File: src/rtl/crop_pixel_writer_pkg.sv
// Shared constants, state encoding and padded-row helper for the BMP cropping path.
// The header writer uses padded_row_bytes() too, so both stages agree on the row stride.
package crop_pkg;

  localparam int HDR_BYTES       = 54;
  localparam int BYTES_PER_PIXEL = 3;

  typedef enum logic [2:0] {
    IDLE,
    READ,
    CAPTURE,
    WB,
    WG,
    WR,
    PAD,
    FINISHED
  } state_t;

  // BMP rows are stored rounded up to a whole number of 32-bit words
  function automatic logic [23:0] padded_row_bytes(input logic [23:0] w);
    logic [23:0] rb;
    rb = w * 24'(BYTES_PER_PIXEL);
    return (rb + 24'd3) & ~24'd3;
  endfunction

endpackage

File: src/rtl/crop_pixel_writer_if.sv
// Source frame-buffer read port and output BMP memory write port of the pixel writer.
interface crop_pixel_writer_if;

  logic [23:0] src_addr;
  logic        src_rden;
  logic [23:0] src_rddata;
  logic [23:0] addr;
  logic        wren;
  logic [15:0] wrdata;

  modport master (
    output src_addr, src_rden, addr, wren, wrdata,
    input  src_rddata
  );

  modport slave (
    input  src_addr, src_rden, addr, wren, wrdata,
    output src_rddata
  );

endinterface

File: src/rtl/crop_pixel_writer_geometry.sv
// Combinational crop-window geometry: size, row byte count, row padding and bounds check.
module bmp_row_geometry
  import crop_pkg::*;
#(
  parameter int WIDTH  = 100,
  parameter int HEIGHT = 100
) (
  input  logic [10:0] i_xmin,
  input  logic [10:0] i_xmax,
  input  logic [10:0] i_ymin,
  input  logic [10:0] i_ymax,
  output logic [23:0] o_w,
  output logic [23:0] o_h,
  output logic [23:0] o_row_bytes,
  output logic [1:0]  o_pad,
  output logic        o_valid
);

  assign o_w         = 24'(i_xmax) - 24'(i_xmin) + 24'd1;
  assign o_h         = 24'(i_ymax) - 24'(i_ymin) + 24'd1;
  assign o_row_bytes = o_w * 24'(BYTES_PER_PIXEL);
  assign o_pad       = 2'(padded_row_bytes(o_w) - o_row_bytes);

  assign o_valid = (i_xmax >= i_xmin) && (i_ymax >= i_ymin) &&
                   (24'(i_xmax) < 24'(WIDTH)) && (24'(i_ymax) < 24'(HEIGHT));

endmodule

File: src/rtl/crop_pixel_writer.sv
// Copies a cropped window of the source frame into BMP pixel storage after the header:
// rows bottom-up, bytes B,G,R, each row zero-padded to a 4-byte multiple.
module crop_pixel_writer
  import crop_pkg::*;
#(
  parameter int WIDTH     = 100,
  parameter int HEIGHT    = 100,
  parameter int HDR_BYTES = crop_pkg::HDR_BYTES
) (
  input  logic                       clk,
  input  logic                       rst_n,
  input  logic                       start,
  output logic                       done,
  input  logic [10:0]                xMin,
  input  logic [10:0]                xMax,
  input  logic [10:0]                yMin,
  input  logic [10:0]                yMax,
  crop_pixel_writer_if.master        bus
);

  state_t      r_state, w_next;

  logic [23:0] w_w, w_h, w_row_bytes;
  logic [1:0]  w_pad;
  logic        w_valid;

  logic [10:0] r_x, r_y, r_xmin;
  logic [23:0] r_cols_m1, r_col_left, r_row_left;
  logic [1:0]  r_pad, r_pad_left;
  logic [23:0] r_stride, r_row_base, r_offset;
  logic [23:0] r_pix;

  logic        w_last_col, w_more_rows, w_row_end;
  logic [23:0] w_addr;

  bmp_row_geometry #(.WIDTH(WIDTH), .HEIGHT(HEIGHT)) u_geom (
    .i_xmin      (xMin),
    .i_xmax      (xMax),
    .i_ymin      (yMin),
    .i_ymax      (yMax),
    .o_w         (w_w),
    .o_h         (w_h),
    .o_row_bytes (w_row_bytes),
    .o_pad       (w_pad),
    .o_valid     (w_valid)
  );

  assign w_last_col  = (r_col_left == 24'd0);
  assign w_more_rows = (r_row_left != 24'd0);
  assign w_row_end   = ((r_state == WR) && w_last_col && (r_pad == 2'd0)) ||
                       ((r_state == PAD) && (r_pad_left == 2'd1));
  // Address is row base plus offset so each row starts exactly one stride after the last
  assign w_addr      = r_row_base + r_offset;

  always_ff @(posedge clk) begin
    if (!rst_n) r_state <= IDLE;
    else        r_state <= w_next;
  end

  always_comb begin
    w_next         = r_state;
    done           = 1'b0;
    bus.src_rden   = 1'b0;
    bus.src_addr   = 24'd0;
    bus.wren       = 1'b0;
    bus.addr       = 24'd0;
    bus.wrdata     = 16'd0;
    case (r_state)
      IDLE: begin
        if (start) w_next = w_valid ? READ : FINISHED;
      end
      READ: begin
        bus.src_rden = 1'b1;
        bus.src_addr = 24'(r_y) * 24'(WIDTH) + 24'(r_x);
        w_next       = CAPTURE;
      end
      CAPTURE: w_next = WB;
      WB: begin
        bus.wren   = 1'b1;
        bus.addr   = w_addr;
        bus.wrdata = {8'h00, r_pix[7:0]};
        w_next     = WG;
      end
      WG: begin
        bus.wren   = 1'b1;
        bus.addr   = w_addr;
        bus.wrdata = {8'h00, r_pix[15:8]};
        w_next     = WR;
      end
      WR: begin
        bus.wren   = 1'b1;
        bus.addr   = w_addr;
        bus.wrdata = {8'h00, r_pix[23:16]};
        if (!w_last_col)         w_next = READ;
        else if (r_pad != 2'd0)  w_next = PAD;
        else                     w_next = w_more_rows ? READ : FINISHED;
      end
      PAD: begin
        bus.wren = 1'b1;
        bus.addr = w_addr;
        if (r_pad_left == 2'd1) w_next = w_more_rows ? READ : FINISHED;
      end
      FINISHED: begin
        done = 1'b1;
        if (start) w_next = w_valid ? READ : FINISHED;
      end
      default: w_next = IDLE;
    endcase
  end

  always_ff @(posedge clk) begin
    if (!rst_n) begin
      r_x        <= 11'd0;
      r_y        <= 11'd0;
      r_xmin     <= 11'd0;
      r_cols_m1  <= 24'd0;
      r_col_left <= 24'd0;
      r_row_left <= 24'd0;
      r_pad      <= 2'd0;
      r_pad_left <= 2'd0;
      r_stride   <= 24'd0;
      r_row_base <= 24'd0;
      r_offset   <= 24'd0;
    end else begin
      case (r_state)
        IDLE, FINISHED: begin
          if (start && w_valid) begin
            r_x        <= xMin;
            r_xmin     <= xMin;
            r_y        <= yMax;
            r_cols_m1  <= w_w - 24'd1;
            r_col_left <= w_w - 24'd1;
            r_row_left <= w_h - 24'd1;
            r_pad      <= w_pad;
            r_stride   <= w_row_bytes + {22'd0, w_pad};
            r_row_base <= 24'(HDR_BYTES);
            r_offset   <= 24'd0;
          end
        end
        CAPTURE: r_pix <= bus.src_rddata;
        WB, WG:  r_offset <= r_offset + 24'd1;
        WR: begin
          r_offset <= r_offset + 24'd1;
          if (!w_last_col) begin
            r_x        <= r_x + 11'd1;
            r_col_left <= r_col_left - 24'd1;
          end else begin
            r_pad_left <= r_pad;
          end
        end
        PAD: begin
          r_offset   <= r_offset + 24'd1;
          r_pad_left <= r_pad_left - 2'd1;
        end
        default: ;
      endcase
      // Next row up in the source is the next row in the bottom-up BMP
      if (w_row_end && w_more_rows) begin
        r_row_base <= r_row_base + r_stride;
        r_offset   <= 24'd0;
        r_x        <= r_xmin;
        r_y        <= r_y - 11'd1;
        r_col_left <= r_cols_m1;
        r_row_left <= r_row_left - 24'd1;
      end
    end
  end

endmodule

File: src/flat_wrapper.sv
// flat-port wrapper written by rule: the top's interface ports become plain ports
module crop_pixel_writer_flat import crop_pkg::*;
#(
  parameter int WIDTH     = 100,
  parameter int HEIGHT    = 100,
  parameter int HDR_BYTES = crop_pkg::HDR_BYTES
)
  (clk, rst_n, start, done, xMin, xMax, yMin, yMax, bus_src_addr, bus_src_rden, bus_addr, bus_wren, bus_wrdata, bus_src_rddata);
  crop_pixel_writer_if bus_i ();
  input  logic clk;
  input  logic rst_n;
  input  logic start;
  output logic done;
  input  logic [10:0] xMin;
  input  logic [10:0] xMax;
  input  logic [10:0] yMin;
  input  logic [10:0] yMax;
  output wire logic [$bits(bus_i.src_addr)-1:0] bus_src_addr;
  output wire logic [$bits(bus_i.src_rden)-1:0] bus_src_rden;
  output wire logic [$bits(bus_i.addr)-1:0] bus_addr;
  output wire logic [$bits(bus_i.wren)-1:0] bus_wren;
  output wire logic [$bits(bus_i.wrdata)-1:0] bus_wrdata;
  input wire logic [$bits(bus_i.src_rddata)-1:0] bus_src_rddata;
  assign bus_src_addr = bus_i.src_addr;
  assign bus_src_rden = bus_i.src_rden;
  assign bus_addr = bus_i.addr;
  assign bus_wren = bus_i.wren;
  assign bus_wrdata = bus_i.wrdata;
  assign bus_i.src_rddata = bus_src_rddata;
  crop_pixel_writer #(.WIDTH(WIDTH), .HEIGHT(HEIGHT), .HDR_BYTES(HDR_BYTES)) u_core (.clk(clk), .rst_n(rst_n), .start(start), .done(done), .xMin(xMin), .xMax(xMax), .yMin(yMin), .yMax(yMax), .bus(bus_i));
endmodule
File: config.mk
export PLATFORM = sky130hd
export DESIGN_NAME = crop_pixel_writer_flat
export DESIGN_NICKNAME = d
export VERILOG_FILES = /design/src/rtl/crop_pixel_writer_pkg.sv /design/src/rtl/crop_pixel_writer_if.sv /design/src/rtl/crop_pixel_writer_geometry.sv /design/src/rtl/crop_pixel_writer.sv /design/src/flat_wrapper.sv
export SDC_FILE = /design/constraint.sdc
export NUM_CORES = 1
export LEC_CHECK = 0
export CAP_MARGIN = 20
export CELL_PAD_IN_SITES_DETAIL_PLACEMENT = 0
export CELL_PAD_IN_SITES_GLOBAL_PLACEMENT = 1
export CORE_ASPECT_RATIO = 0.5
export CORE_MARGIN = 4
export CORE_UTILIZATION = 25
export DETAILED_ROUTE_END_ITERATION = 16
export GPL_TIMING_DRIVEN = 0
export HOLD_SLACK_MARGIN = 0.03
export PLACE_DENSITY = 0.5
export SYNTH_ARGS = -nofsm -noshare
export SYNTH_HDL_FRONTEND = slang
export SYNTH_SLANG_ARGS = --single-unit
File: constraint.sdc
create_clock -name clk -period 11.8 [get_ports clk]
set_input_delay 2.95 -clock clk [delete_from_list [all_inputs] [get_ports clk]]
set_output_delay 2.95 -clock clk [all_outputs]
set_load 0.01 [all_outputs]
==> reports/metrics.yaml <==
outcome: "finished, final reports clean"
grt_antenna_before_repair: 4
htreeDepth: 1
final_area_um2: 19300
firstDrtPassIters: 6
fin_skew_ns: 0.0158
rows: 65
placed_area_um2: 18500
clk_pin_slew_ns: 0.06
maxCapViolCount: 0
cts_tree: "yes"
tightest_slew_ns: 1.08
portBuffers: 123
clk_latency_ns: 0.57
wirelength_um: 61700
place_inst: 3030
power.density_nw_per_um2: 139
async_flop_share: 0
vias: 15100
cp_max_fo: 10
ys.flop_type: "dfxtp_1"
core-area_um2: 63400
grt_pass1_wl_um: 92200
period_needed_ns: 9.58
avgSynthCellArea_um2: 7.86
ios: 138
p_clk_frac: 0.286
power_frac_comb: 0.422
die_x_um: 367
die_area_um2: 68900
grt_util_all_layers: 0.173
most-common-layout-cells: "218 x nor2_1, 195 x nand2_1, 181 x dfxtp_1, 169 x a21oi_1, 162 x ha_1"
ys_seq_elements: 205
intPower_uw: 1590
dp_hpwl_um: 48700
slew_headroom: 0.280
fillers: 6899
path_class: "in2reg"
fin_nets: 2461
final_hold_viol_count: 0
cts_resized: 0
fin_cells: 3070
final_common_cell: "nor2_1"
cp_slowest_stage_delay_ns: 0.64
clk_path_buf_depth: 3
drc: 0
hold_class: "reg2reg"
synth_edf_count: 24
post_drt_wl_per_cell_um: 20.1
syn-instance-count: 2052
drv_slew: 0
cellLeakagePower_uw: 0.00776
rsz0062_at_grt: "no"
setup-tns-final_ns: 0
ant_nets: 0
p_switching_uw: 1090
finalCritPeriodShare: 0.812
synth-seq-area-share: 0.269
setup_viol: 0
drt-vias-per-instance: 4.92
grt_overflow: 0
cp.required_ns: 12.24
numCtsBuffers: 24
crit_buf_inv: 4
arrival_ns: 10.02
sequentialPowerShare: 0.293
p_sw_frac: 0.408
clockRootBuffer: "clkbuf_16"
syn2layout_area_growth_pct: 19.6
max_clock_freq_ghz: 0.104
cp_slowest_cell: "xnor2_1"
syn_area_um2: 16100
post-route-util: 0.304
post_cts_buffers: 0
place.gp.congestion: 0.834
cp-start-kind: "primary input"
drt_iter0_drc: 961
start_util: 0.254
ys_types: 101
clock_sinks: 205
setup.worst_path.end_class: "flip-flop"
ys_warn_count: 0
grt_pass1_vias: 14600
drive_above_1_share: 0.0506
cpLargestDelayFamily: "compound AO/OA/AOI/OAI gates"
cts_hold_buf: 0
grt_max_degree: 13
diodes: 0
vdd.ir_drop.worst_v: 0.0000733
dieHeight_um: 188
==> cell type report <==
class | instances | area (um2) | share of cell area
Tap cell | 837 | 1050 | 0.0543
Clock buffer | 32 | 682 | 0.0353
Inverter | 129 | 484 | 0.0251
Clock inverter | 8 | 80.1 | 0.00415
Buffer | 103 | 457 | 0.0237
Timing Repair Buffer | 129 | 1300 | 0.0673
Multi-Input combinational cell | 1627 | 10900 | 0.565
Sequential cell | 205 | 4340 | 0.225
==> kinds of logic (layout without fill, tap and decap cells) <==
logic type | after synthesis | after routing | synth area share
fa+ha+maj | 173 | 173 | 0.138
mux | 17 | 17 | 0.0109
other cells | 1 | 13 | 0.000233
buf+inv | 232 | 401 | 0.0584
simple gates | 737 | 737 | 0.216
compound gates | 515 | 515 | 0.211
xor+xnor | 172 | 172 | 0.0955
flops | 205 | 205 | 0.269
==> worst register-to-register path: cells and delay by family (launching register included) <==
family / cells / cell delay, ns
AND/OR/NAND/NOR: 7 / 2.27
buffers and inverters: 4 / 1.62
AO/OA/AOI/OAI: 2 / 0.62
flip-flops: 1 / 0.33
adder cells (fa/ha/maj): 1 / 0.24
==> registers in the layout (all words and copies together) (netlist names) <==
register and count:
u_core.r_pad 2, u_core.r_col_left 24, u_core.r_row_left 24, u_core.r_y 11
u_core.r_state 3, u_core.r_x 11, u_core.r_pad_left 2, u_core.r_stride 22
u_core.r_xmin 11, u_core.r_pix 24, u_core.r_row_base 23, u_core.r_offset 24
u_core.r_cols_m1 24
==> per-stage QoR <==
step           setup WS, ns  power (uW)  hold WS (ns)
6_report               2.22        2680         0.455
2_1_floorplan          3.65        1550         0.431
4_1_cts                2.28        2710         0.457
3_5_place_dp           1.71        1930         0.449
5_1_grt                1.68        2850         0.473
3_3_place_gp           1.67        1920         0.442
==> worst paths after layout <==
check                                     from                                  to  slack (ns)  cells after the start
min reg2reg      u_core.r_xmin[5]$_SDFFE_PN0P_       u_core.r_xmin[5]$_SDFFE_PN0P_        0.46                      2
min              u_core.r_xmin[5]$_SDFFE_PN0P_       u_core.r_xmin[5]$_SDFFE_PN0P_        0.46                      2
max reg2reg  u_core.r_col_left[0]$_SDFFE_PN0P_  u_core.r_row_base[12]$_SDFFE_PN0P_        6.64                     14
max                                    xMin[0]    u_core.r_stride[19]$_SDFFE_PN0P_        2.22                     25
==> power groups by stage <==
stage | Clock, uW | Combinational (uW) | Sequential, uW
after detailed placement | 0 | 1130 | 799
after global routing | 817 | 1240 | 788
final | 766 | 1130 | 784
after floorplan | 0 | 766 | 787
after CTS | 797 | 1130 | 783
after global placement | 0 | 1120 | 801
==> cells in the mapped netlist (5+ instances only) <==
| cell type | n | area, um2 |
|---|---|---|
| xor2_1 | 68 | 596 |
| buf_2 | 8 | 40.0 |
| o22ai_1 | 5 | 31.3 |
| nor2_1 | 218 | 818 |
| a311oi_1 | 5 | 43.8 |
| a22oi_1 | 5 | 37.5 |
| mux2i_1 | 15 | 150 |
| nand2b_1 | 16 | 100 |
| or3_1 | 32 | 200 |
| edfxtp_1 | 24 | 721 |
| fa_1 | 9 | 180 |
| dfxtp_1 | 181 | 3620 |
| ha_1 | 162 | 2030 |
| nor4_1 | 18 | 113 |
| a211oi_1 | 51 | 383 |
| nand4_1 | 27 | 169 |
| o21ai_1 | 7 | 35.0 |
| a31oi_1 | 8 | 50.1 |
| o21ai_0 | 101 | 505 |
| clkbuf_1 | 69 | 259 |
| inv_1 | 128 | 480 |
| or2_2 | 6 | 37.5 |
| a21boi_0 | 11 | 82.6 |
| buf_1 | 11 | 41.3 |
| o21bai_1 | 17 | 128 |
| a222oi_1 | 8 | 80.1 |
| nor3_1 | 59 | 295 |
| a21oi_1 | 169 | 846 |
| xnor2_1 | 101 | 885 |
| and2_1 | 16 | 100 |
| o31ai_1 | 5 | 37.5 |
| nand2_1 | 195 | 732 |
| a221oi_1 | 6 | 52.6 |
| and3_1 | 20 | 125 |
| o211a_1 | 7 | 70.1 |
| nor2b_1 | 15 | 93.8 |
| o211ai_1 | 15 | 113 |
| o21a_1 | 23 | 173 |
| buf_4 | 14 | 105 |
| a21o_1 | 21 | 158 |
| nand3_1 | 82 | 410 |
==> layer usage <==
metal / global-route usage / vias up / wire, um
li1: - / 7564 / -
met1: 0.261 / 7247 / 32400
met2: 0.262 / 259 / 25600
met3: 0.0288 / 46 / 2860
met4: 0.0254 / 0 / 849
met5: 0 / - / 0
Power figures use the tool's default switching activity.
